===== src/rtl/read_feeder_pkg.sv =====
// read_feeder_pkg
//   Shared types and helpers for the read feeder and its testbench.
//   - Symbol      : 3-bit decoded base (A, C, G, T, N)
//   - AsciiToSym  : ASCII byte to Symbol, case-insensitive; anything
//                   that is not A/C/G/T decodes to sym_N
//   - disp_state_e: dispatch FSM state encoding
package read_feeder_pkg;

  localparam int FrameHdrBytes = 4;
  localparam int SymW          = 3;

  typedef enum logic [SymW-1:0] {
    sym_A = 3'd0,
    sym_C = 3'd1,
    sym_G = 3'd2,
    sym_T = 3'd3,
    sym_N = 3'd4
  } Symbol;

  typedef enum logic [1:0] {
    ST_IDLE  = 2'd0,
    ST_START = 2'd1,
    ST_RUN   = 2'd2
  } disp_state_e;

  function automatic Symbol AsciiToSym(input logic [7:0] c);
    Symbol s;
    case (c)
      8'h41, 8'h61: s = sym_A;
      8'h43, 8'h63: s = sym_C;
      8'h47, 8'h67: s = sym_G;
      8'h54, 8'h74: s = sym_T;
      default:      s = sym_N;
    endcase
    return s;
  endfunction

endpackage


===== src/rtl/read_feeder.sv =====
// read_feeder
//   Accepts reads as a byte stream (4 little-endian id bytes followed by
//   READ_LEN ASCII bases), decodes the bases into Symbols, holds up to
//   two complete reads in a ping-pong buffer and dispatches them one at a
//   time to the MEM engine with a start/finish handshake.
//
// Ports
//   clk_i, reset_n_i      : clock, synchronous active-low reset
//   s_axis_tdata_i/tvalid_i/tlast_i, s_axis_tready_o : byte stream in
//   read_o                : decoded read, base i at [i*SymW +: SymW]
//   read_id_o             : id of the read on read_o
//   start_o               : one-cycle dispatch pulse
//   finish_i              : one-cycle completion pulse from the engine
//   busy_i                : engine busy, holds off dispatch
//   err_short_o           : pulse, frame ended early and was dropped
//   err_long_o            : pulse, frame overran and was dropped
//   reads_done_o          : count of accepted finish pulses (wraps)
//
// Dispatch FSM
//   state    | meaning
//   ST_IDLE  | waiting for buf[rp] full and engine not busy
//   ST_START | start_o high for this single cycle
//   ST_RUN   | engine seeding buf[rp]; finish_i releases the buffer
module read_feeder
  import read_feeder_pkg::*;
#(
  parameter int READ_LEN = 76,
  parameter int ID_W     = 32
) (
  input  logic                     clk_i,
  input  logic                     reset_n_i,
  input  logic [7:0]               s_axis_tdata_i,
  input  logic                     s_axis_tvalid_i,
  output logic                     s_axis_tready_o,
  input  logic                     s_axis_tlast_i,
  output logic [READ_LEN*SymW-1:0] read_o,
  output logic [ID_W-1:0]          read_id_o,
  output logic                     start_o,
  input  logic                     finish_i,
  input  logic                     busy_i,
  output logic                     err_short_o,
  output logic                     err_long_o,
  output logic [31:0]              reads_done_o
);

  localparam int Frm = FrameHdrBytes + READ_LEN;
  localparam int BcW = $clog2(Frm);
  localparam logic [BcW-1:0] BcLast = BcW'(Frm - 1);
  localparam logic [BcW-1:0] BcHdr  = BcW'(FrameHdrBytes);
  localparam logic [SymW-1:0] SymNBits = sym_N;

  logic [1:0]     full_q, full_d;
  logic           wp_q, wp_d;
  logic           rp_q, rp_d;
  logic [BcW-1:0] bc_q, bc_d;
  logic           drop_q, drop_d;
  logic           err_short_q, err_short_d;
  logic           err_long_q, err_long_d;
  logic [31:0]    done_q, done_d;
  disp_state_e    state_q, state_d;

  logic [31:0]              hdr_q   [2];
  logic [READ_LEN*SymW-1:0] bases_q [2];

  logic           hs;
  logic           frame_ok;
  logic           release_rd;
  logic [BcW-1:0] base_off;

  // While dropping an overlong frame, bytes are swallowed regardless of
  // buffer state so the stream can resynchronise on the next tlast.
  assign s_axis_tready_o = reset_n_i && (drop_q || !full_q[wp_q]);
  assign hs              = s_axis_tvalid_i && s_axis_tready_o;
  assign base_off        = bc_q - BcHdr;

  // ---------------------------------------------------------------
  // Frame assembly
  // ---------------------------------------------------------------
  always_comb begin
    bc_d        = bc_q;
    drop_d      = drop_q;
    wp_d        = wp_q;
    err_short_d = 1'b0;
    err_long_d  = 1'b0;
    frame_ok    = 1'b0;
    if (hs) begin
      if (drop_q) begin
        if (s_axis_tlast_i) begin
          drop_d     = 1'b0;
          err_long_d = 1'b1;
        end
      end else if (s_axis_tlast_i) begin
        bc_d = '0;
        if (bc_q == BcLast) begin
          frame_ok = 1'b1;
          wp_d     = ~wp_q;
        end else begin
          err_short_d = 1'b1;
        end
      end else if (bc_q == BcLast) begin
        bc_d   = '0;
        drop_d = 1'b1;
      end else begin
        bc_d = bc_q + BcW'(1);
      end
    end
  end

  // Completion sets full[wp] while finish clears full[rp]; both can
  // happen in one cycle because wp != rp whenever both are active.
  always_comb begin
    full_d = full_q;
    rp_d   = rp_q;
    done_d = done_q;
    if (release_rd) begin
      full_d[rp_q] = 1'b0;
      rp_d         = ~rp_q;
      done_d       = done_q + 32'd1;
    end
    if (frame_ok) begin
      full_d[wp_q] = 1'b1;
    end
  end

  always_ff @(posedge clk_i) begin
    if (!reset_n_i) begin
      full_q      <= '0;
      wp_q        <= 1'b0;
      rp_q        <= 1'b0;
      bc_q        <= '0;
      drop_q      <= 1'b0;
      err_short_q <= 1'b0;
      err_long_q  <= 1'b0;
      done_q      <= '0;
    end else begin
      full_q      <= full_d;
      wp_q        <= wp_d;
      rp_q        <= rp_d;
      bc_q        <= bc_d;
      drop_q      <= drop_d;
      err_short_q <= err_short_d;
      err_long_q  <= err_long_d;
      done_q      <= done_d;
    end
  end

  // Payload storage needs no reset: outputs are masked until the
  // buffer is marked full, and a full buffer is never written.
  // The header byte lane uses bc[1:0] since the header is 4 bytes.
  always_ff @(posedge clk_i) begin
    if (hs && !drop_q) begin
      if (bc_q < BcHdr) begin
        hdr_q[wp_q][{bc_q[1:0], 3'b000} +: 8] <= s_axis_tdata_i;
      end else begin
        bases_q[wp_q][base_off*SymW +: SymW] <= AsciiToSym(s_axis_tdata_i);
      end
    end
  end

  // ---------------------------------------------------------------
  // Dispatch FSM
  // ---------------------------------------------------------------
  always_ff @(posedge clk_i) begin
    if (!reset_n_i) begin
      state_q <= ST_IDLE;
    end else begin
      state_q <= state_d;
    end
  end

  always_comb begin
    state_d = state_q;
    case (state_q)
      ST_IDLE:  if (full_q[rp_q] && !busy_i) state_d = ST_START;
      ST_START: state_d = ST_RUN;
      ST_RUN:   if (finish_i) state_d = ST_IDLE;
      default:  state_d = ST_IDLE;
    endcase
  end

  always_comb begin
    start_o    = (state_q == ST_START);
    release_rd = (state_q == ST_RUN) && finish_i;
  end

  // ---------------------------------------------------------------
  // Outputs
  // ---------------------------------------------------------------
  always_comb begin
    read_id_o = '0;
    read_o    = {READ_LEN{SymNBits}};
    if (full_q[rp_q]) begin
      read_id_o = ID_W'(hdr_q[rp_q]);
      read_o    = bases_q[rp_q];
    end
  end

  assign err_short_o  = err_short_q;
  assign err_long_o   = err_long_q;
  assign reads_done_o = done_q;

endmodule


===== config.mk =====
export PLATFORM = sky130hd
export DESIGN_NAME = read_feeder
export DESIGN_NICKNAME = d
export VERILOG_FILES = /design/src/rtl/read_feeder_pkg.sv /design/src/rtl/read_feeder.sv
export SDC_FILE = /design/constraint.sdc
export NUM_CORES = 1
export LEC_CHECK = 0
export BUFFER_PORTS_ARGS = -buffer_cell sky130_fd_sc_hd__buf_4
export CAP_MARGIN = 40
export CORE_ASPECT_RATIO = 0.75
export CORE_MARGIN = 5
export CORE_UTILIZATION = 45
export CTS_BUF_LIST = sky130_fd_sc_hd__clkbuf_8
export DETAILED_ROUTE_END_ITERATION = 7
export REMOVE_ABC_BUFFERS = 1
export SYNTH_ARGS = -nofsm -noshare
export SYNTH_HDL_FRONTEND = slang
export SYNTH_SLANG_ARGS = --single-unit

===== constraint.sdc =====
create_clock -name clk_i -period 5.1 [get_ports clk_i]
set_input_delay 1.53 -clock clk_i [delete_from_list [all_inputs] [get_ports clk_i]]
set_output_delay 1.53 -clock clk_i [all_outputs]
set_load 0.01 [all_outputs]

==> results of run 1 <==
[worst min path at each step]
stage | to | depth (start not counted)
3_3_place_gp | state_q[0]$_SDFFE_PN0P_ | 1
4_1_cts | state_q[0]$_SDFFE_PN0P_ | 1
6_report | state_q[0]$_SDFFE_PN0P_ | 1
5_1_grt | state_q[0]$_SDFFE_PN0P_ | 1
2_1_floorplan | state_q[0]$_SDFFE_PN0P_ | 1
3_5_place_dp | state_q[0]$_SDFFE_PN0P_ | 1
[state kept, by name, indices dropped and copies added, names as in the netlist, named ones only]
register and flops:
rp_q 1, state_q 2, hdr_q 64, bc_q 7, drop_q 1, reads_done_o 32, full_q 2, err_short_o 1
bases_q 456, wp_q 1, err_long_o 1
[kinds of logic after synthesis]
kind of cell               share of synthesized area
and+or+nand+nor                               0.1717
AOI/OAI and AO/OA                           0.007008
DFF                                           0.6688
muxes                                         0.1065
buffers and inverters                        0.02506
adders and majority gates                   0.005042
xor gates and xnor gates                     0.01588
[power by group through the flow]
stage / clock network, mW / logic [mW] / registers [mW]
5_1_grt: 3.79 / 0.127 / 5.03
6_report: 3.48 / 0.116 / 5.03
3_3_place_gp: 0 / 0.112 / 5.13
3_5_place_dp: 0 / 0.115 / 5.13
4_1_cts: 3.55 / 0.115 / 5.03
2_1_floorplan: 0 / 0.0559 / 5.13
[per-layer routing]
layer | vias up | wire length [um] | track usage
li1 | 7773 | - | -
met1 | 8135 | 28290 | 0.3054
met2 | 580 | 29340 | 0.3234
met3 | 86 | 5115 | 0.04746
met4 | 0 | 1263 | 0.05080
met5 | - | 0 | 0
[worst max-delay path, cell delays in order, from the launching register on]
cell	delay, ns
dfxtp_1	0.49
mux2i_4	0.33
buf_4	0.63
nor2_1	0.21
buf_4	0.20
[metrics by stage]
step | hold slack [ns] | util | worst slack, ns | instance area [um2] | cells
floorplan | 0.4537 | - | -5.713 | 24220 | 1847
global placement | 0.4818 | 0.5109 | 1.022 | 27860 | 2912
detailed placement | 0.5118 | 0.5123 | 0.9551 | 27940 | 2917
CTS | 0.5176 | 0.5417 | 0.9180 | 29540 | 3081
global route | 0.5446 | 0.5417 | 0.7796 | 29540 | 3081
finish | 0.5125 | 0.5417 | 1.001 | 29540 | 3081
[layout make-up]
type	instances	area, um2	share of cell area
sequential	569	16600	0.5619
timing repair buffer	348	2725	0.09224
inverter	7	26.28	0.0008894
clock buffer	95	1308	0.04426
clock inverter	69	299.0	0.01012
multi-input combinational	1271	7682	0.2600
tap	722	903.4	0.03058
[cell usage in the layout, fill, tap and decap left out, drive strengths merged, types with 2 or more instances in the layout]
cell type	count
or3	2
and3b	2
a31oi	3
nor3	229
o21a	2
nand2b	5
nor3b	10
edfxtp	520
buf	348
and2	55
nand2	152
nand4	21
o21ai	6
nor2b	12
nand3	19
nand3b	3
a21boi	4
a211oi	2
and4	5
clkinvlp	6
and3	24
ha	10
dfxtp	49
a22oi	2
inv	42
xnor2	29
or2	7
mux2i	263
xor2	16
clkbuf	95
nor4	11
nor2	366
clkinv	28
==> impl_summary.md, run 1 <==
Floorplanning
The die outline area is 59990 um2. The number of rows in the core area is 74. From left edge to right edge, the die measures 281.2 um.

310 I/O pins were placed. The vertical die dimension is 213.4 um. For this configuration, the core starts out at a cell density of 0.4551. The region available for standard cell placement spans 54530 um2.

Cells and area
The final layout contains 2312 nets. The count of fill cells added during filler insertion is 4660. The layout overhead on the synthesized area is 19.05%. In the final layout, the share of cells above drive strength 1 is 0.2043.

The repair_antennas step left the layout with diodes totalling 0.

Worst hold path
The startpoint identified for the worst hold timing path is state_q[0]$_SDFFE_PN0P_. The worst min-delay path class is flop to flop.

Pwr
IR analysis of the VDD net gives a maximum drop of 0.1686 mV. The combinational fraction of design power is 0.013. The switching component of the power is 1.838 mW. The switching share of power is 0.2131. The leakage power is 9.818 nW. Of the total power, registers draw 0.584. The share of total power dissipated in the clock network is 0.403. For this design the ratio of total power to cell area is 291.9 nW/um2.

Power comes to 8.624 mW. The internal portion of the total power is 6.786 mW.

Critical path
The worst register-to-register path begins at bc_q[0]$_SDFFE_PN0P_. Data arrives at the worst endpoint at 2.57 ns. Following the worst setup path forward leads to its endpoint at read_o[1]. The end of the worst register-to-register path is bases_q[0][95]$_DFFE_PP_. The type of element capturing the critical path is a primary output. The startpoint type of the worst setup path is a flop. At the worst endpoint, the required time is 3.57 ns. The critical path starts at rp_q$_SDFFE_PN0P_. Measured in cells, the most critical reg-to-reg path has a length of 7.

The critical path start-end classification is flop to primary output. The worst reg-to-reg setup slack is 1.36 ns. The maximum fanout count along the critical path is 75.

Logic synthesis
In this run, distinct cell masters in the synthesized netlist total 48. For this run, the leading register cell type out of synthesis is edfxtp_1. Each instance of the synthesized netlist takes up on average 12.48 um2.

The leading cell type by number of instances after synthesis is edfxtp_1. The post-synth design cell area is 24820 um2. The synthesized flop and latch total is 569.

The sequential element share of the synthesized area is 0.6688. The gate count after technology mapping is 1989. The share of synthesized area in the top cell type comes to 0.6292. For this run, asynchronously set or reset flops after synthesis account for 0. By count the netlist is led by edfxtp_1, nor2_1, mux2i_1.

In the post-synthesis netlist, the biggest area contributors are edfxtp_1, mux2i_1, nor2_1. During synthesis, Yosys emitted a total of 0 warnings. The number of flops mapped to enable cells by yosys is 520. The biggest area contributor in the post-synthesis netlist is edfxtp_1.

Place
The number of port buffers is 309. The congestion estimate from routability-driven global placement came to 0.8044. The post-detailed-placement half-perimeter wirelength is 44720 um.

CTS
The number of CTS-inserted buffers is 91. The number of buffers added to fix hold violations after cts is 0. The count of clock tree sinks is 569. The clock latency reported for the late side of the worst-skew pair is 0.68 ns.

In this run, post-CTS repair resized a total of 0 instances. In this run the number of H-tree levels came out at 3. The number of buffers added for setup after CTS is 0.

The CTS tree is yes. The number of buffers between clock root and the deepest sink is 3. The CTS root buffer is clkbuf_8. After clock tree synthesis, the clock-pin slew on the worst setup and hold paths is 0.06 ns.

Status
The run finished with clean final reports.

Global routing
The number of global-route vias before repair is 16480. The largest net degree at the start of global routing is 111. The number of antenna violations at the first check in global routing is 0. After global routing the overflow that remains totals 0.

The total global routing track utilization is 0.2091. The wire length of the first global-routing pass is 96420 um.

Timing
The final-report setup violation count is 0. The post-route clock period utilization is 0.8038. Across the routed clock network, the largest skew measured is 0.02481 ns. The post-layout minimum cycle time is 4.099 ns. The worst pin sits at a relative slew slack of 0.3861. The final count of pins violating max slew is 0. For the pin with the worst max-slew slack, the measured transition is 0.9208 ns. The number of endpoints with negative hold slack in the final report is 0. The summed negative setup slack over all endpoints is 0 ns. For this run, the top clock speed supported by timing is 243.9 MHz. Setup repair after global routing left no endpoint under its margin.

Drt
The ratio of routed vias to standard cells is 5.379. The routed layout has 16570 vias. The number of detailed-route iterations in the first pass is 6.

The number of DRC violations after detailed-routing iteration 0 is 1381. The post-route antenna net violation count is 0. The routed length per instance is 20.78 um. The number of remaining DRC errors is 0. Summed over all layers, the routed wires come to 64010 um.

Job
The number of max-cap violations is 0.
Power figures use the tool's default switching activity.
==> run 2, diff against run 1 <==
ABC_AREA = 1   (was default)
clock period = 4.2 ns   (was 5.1 ns; I/O delays follow)
==> impl_summary.md, run 2 <==
Status
The flow ran to the end, and the final reports show no timing, DRC or antenna violations.

Cells and area
The antenna diode count is 0 (unchanged). The register with the most flip-flops is bases_q. The flip-flop count of the largest register after layout is 456 (unchanged). Relative to the synthesized area, the layout overhead comes to 18.65%.

The number of nets in the layout was 2914 (+26%). The utilization after layout is 0.5357 (-0.006084). The final cell count without fillers came to 3751 (+22%). In the layout the commonest cells are nand2_1, edfxtp_1, nor2_1, inv_1, buf_4.

The share of layout cells above drive strength 1 came to 0.2270 (+0.02263).

Logic synthesis
The share of synthesized flip-flops with an asynchronous set or reset was 0 (unchanged). The xor-xnor portion of the synthesized cell area is 0.002934 (-0.01295). The share of the synthesized area in compound gates (AO/OA/AOI/OAI) is 0.03217 (+0.02517).

The synthesized flop and latch total is 569 (unchanged). The total number of yosys warnings is 0 (unchanged). The number of unique standard cell types used by synthesis is 38 (-21%).

The leading cell type by number of instances after synthesis is nand2_1. The largest family of logic cells by synthesized area is simple AND/OR/NAND/NOR gates. The arithmetic-cell share of the synthesized area counting full adders, half adders and majority gates is 0.004731 (-0.0003104). The post-synth design cell area is 26440 um2 (+6.6%).

By count the netlist is led by nand2_1, edfxtp_1, nor2_1. In the post-synthesis netlist, the biggest area contributors are edfxtp_1, mux2_2, nand2_1. edfxtp_1 takes more of the synthesized area than any other cell.

The gate count after technology mapping is 2579 (+30%). The mux share of post-synthesis cell area is 0.07835 (-0.02818). The post-synthesis simple-gate area fraction is 0.1814 (+0.009680).

The synthesized area divided by synthesized cell count is 10.25 um2 (-18%). The number of flops mapped to enable cells by yosys is 520 (unchanged). The sequential element share of the synthesized area is 0.6276 (-0.04117). The fraction of post-synthesis cell area in the top cell type by area is 0.5905 (-0.03873). The dominant synthesized flop cell is edfxtp_1.

CTS
The number of buffers between clock root and the deepest sink is 3 (unchanged). The clock latency reported for the late side of the worst-skew pair came to 0.68 ns (about the same). The clock-pin transition on the worst setup and hold timing paths is 0.05 ns (about the same). The number of CTS-inserted buffers came to 91 (unchanged). The count of clock tree sinks is 569 (unchanged).

TritonCTS built the clock tree. The number of buffers added for setup after CTS came to 0 (unchanged). The number of H-tree levels is 3 (unchanged). The CTS root buffer is clkbuf_8.

Critical path
The maximum fanout count along the critical path is 55 (-27%). By startpoint and endpoint, the worst setup path is classified as flop to primary output. STA classifies the critical path startpoint as a flop. The worst endpoint data arrival time is 2.62 ns (+0.05 ns). The end of the worst register-to-register path is bases_q[1][126]$_DFFE_PP_. The slowest cell on the critical path is buf_4. The total stage count of the critical path came to 7 (+3). The type of element capturing the critical path is a primary output. The worst reg-to-reg setup slack is 0.78 ns (-0.58 ns). The endpoint required time on the critical path is 2.94 ns (-0.63 ns).

The kind of cell adding the most delay to the critical path is buffers and inverters. The maximum cell stage delay along the critical path is 0.43 ns (-0.20 ns). The signal on the critical path passes through inv_1 -> nand2_1 -> o21ai_0 -> bufinv_16 -> buf_4 -> o211ai_1 -> buf_4. In this run the worst setup path terminates at read_o[167]. In this run the worst setup path begins at full_q[1]$_SDFF_PN0_. The worst register-to-register path begins at bc_q[2]$_SDFFE_PN0P_. The logic depth of the worst register-to-register path is 11 (+4). The worst path buffer plus inverter count is 4 (+2). The critical path's most frequent cell is buf_4.

Pwr
The total power density per cell area was 341.5 nW/um2 (+17%). The leakage power came to 12.55 nW (+28%). The worst IR drop on VDD is 0.1875 mV (+11%).

The total power of the final layout was 10.72 mW (+24%).

Floorplanning
The number of rows in the core area is 77 (+4.1%). The core area is 58580 um2 (+7.4%). The die outline area is 63760 um2 (+6.3%). The die span in x was 289.9 um (+3.1%).

The number of top-level pins is 310 (unchanged). The vertical die dimension is 219.9 um (+3.1%). The initial core utilization is 0.4514 (-0.003606).

Drt
The ratio of routed vias to standard cells is 5.200 (-3.3%). The number of detailed-route iterations in the first pass is 5 (-1). The routed length per instance is 19.58 um (-5.7%). The total wirelength of the detailed-routed design is 73450 um (+15%). The number of remaining DRC errors is 0 (unchanged).

The via count came to 19500 (+18%). The number of DRC violations after detailed-routing iteration 0 was 1598 (+16%). The post-route antenna net violation count came to 0 (unchanged).

Timing
The final-report setup violation count is 0 (unchanged). The number of endpoints with negative hold slack in the final report is 0 (unchanged). The actual slew at the worst max-slew pin is 0.9371 ns (+0.01625 ns). The summed negative setup slack over all endpoints is 0 ns (unchanged). In the finished design, the share of the clock period the worst path needs comes to 0.9229. The worst relative slew slack came to 0.3746 (-0.01152). The final count of pins violating max slew is 0 (unchanged). The largest clock skew in the final design is 0.04616 ns (+0.02134 ns). Static timing analysis puts the maximum clock frequency at 258.0 MHz. Setup repair after global routing left no endpoint under its margin. The post-layout minimum cycle time is 3.876 ns.

Place
The post-detailed-placement half-perimeter wirelength came to 51250 um (+15%). The cell count after placement is 3587 (+23%). The routability congestion estimate was 0.8594 (+6.8%). The number of port buffers is 309 (unchanged).

Global routing
The largest net degree at the start of global routing was 74 (-33%). The number of global-route vias before repair was 19520 (+18%). The total global routing track utilization came to 0.2233 (+0.01423). The total overflow reported by the global router is 0 (unchanged).

The number of antenna violations at the first check in global routing was 0 (unchanged). The wire length of the first global-routing pass came to 111400 um (+16%).

Job
The number of max-cap violations is 0 (unchanged).

Worst hold path
The worst hold path belongs to the class flop to flop.
==> run 2: layout make-up <==
type / count / area, um2
inverters: 360 / 1380
fillers: 5324 / 27200
multi-input cells: 1512 / 7928
well taps: 790 / 988.4
clock buffers: 103 / 1418
flip-flops and latches: 569 / 16600
repair buffers: 356 / 2803
clock inverters: 61 / 256.5
==> run 2: where the power goes <==
group,leakage [nW],switching [mW],total [mW],internal (mW)
Sequential,5.18,0.00294,6.11,6.10
Combinational,6.39,0.145,0.190,0.0453
Clock,0.972,2.18,4.42,2.24
==> run 2: worst min-delay path by stage <==
| stage | start | end | slack (ns) | cells past startpoint |
|---|---|---|---|---|
| 2_1_floorplan | drop_q$_SDFFE_PN0P_ | err_short_o$_SDFF_PP0_ | 0.42 | 1 |
| 3_3_place_gp | drop_q$_SDFFE_PN0P_ | err_short_o$_SDFF_PP0_ | 0.44 | 1 |
| 3_5_place_dp | drop_q$_SDFFE_PN0P_ | err_short_o$_SDFF_PP0_ | 0.46 | 1 |
| 4_1_cts | drop_q$_SDFFE_PN0P_ | err_short_o$_SDFF_PP0_ | 0.48 | 1 |
| 5_1_grt | drop_q$_SDFFE_PN0P_ | err_short_o$_SDFF_PP0_ | 0.50 | 1 |
| 6_report | drop_q$_SDFFE_PN0P_ | err_short_o$_SDFF_PP0_ | 0.48 | 1 |
==> run 2: timing repair <==
item,in CTS,in global routing
hold buffers,0,0
setup endpoints to repair,0,2
gates resized for setup,0,1
==> run 2: through the flow <==
step	cell area [um2]	setup WS [ns]	hold slack, ns
after floorplan	25870	-4.894	0.4236
after global placement	29650	0.6928	0.4441
after detailed placement	29680	0.6472	0.4640
after CTS	31360	0.08915	0.4784
after global routing	31380	0.1205	0.4986
final	31380	0.3239	0.4801
==> run 2: metal layers <==
metal | share of wire | track usage
met1 | 0.43 | 0.3053
met4 | 0.025 | 0.06735
met5 | 0 | 0
met2 | 0.47 | 0.3645
met3 | 0.070 | 0.04574
==> run 2: cell families (layout without fill, tap and decap cells) <==
logic type               after synthesis  after routing
AND/OR/NAND/NOR                     1180           1180
flip-flops                           569            569
buffers and inverters                498            880
multiplexers                         184            184
AO/OA/AOI/OAI                        130            130
adder cells (fa/ha/maj)               10             10
XOR/XNOR                               8              8
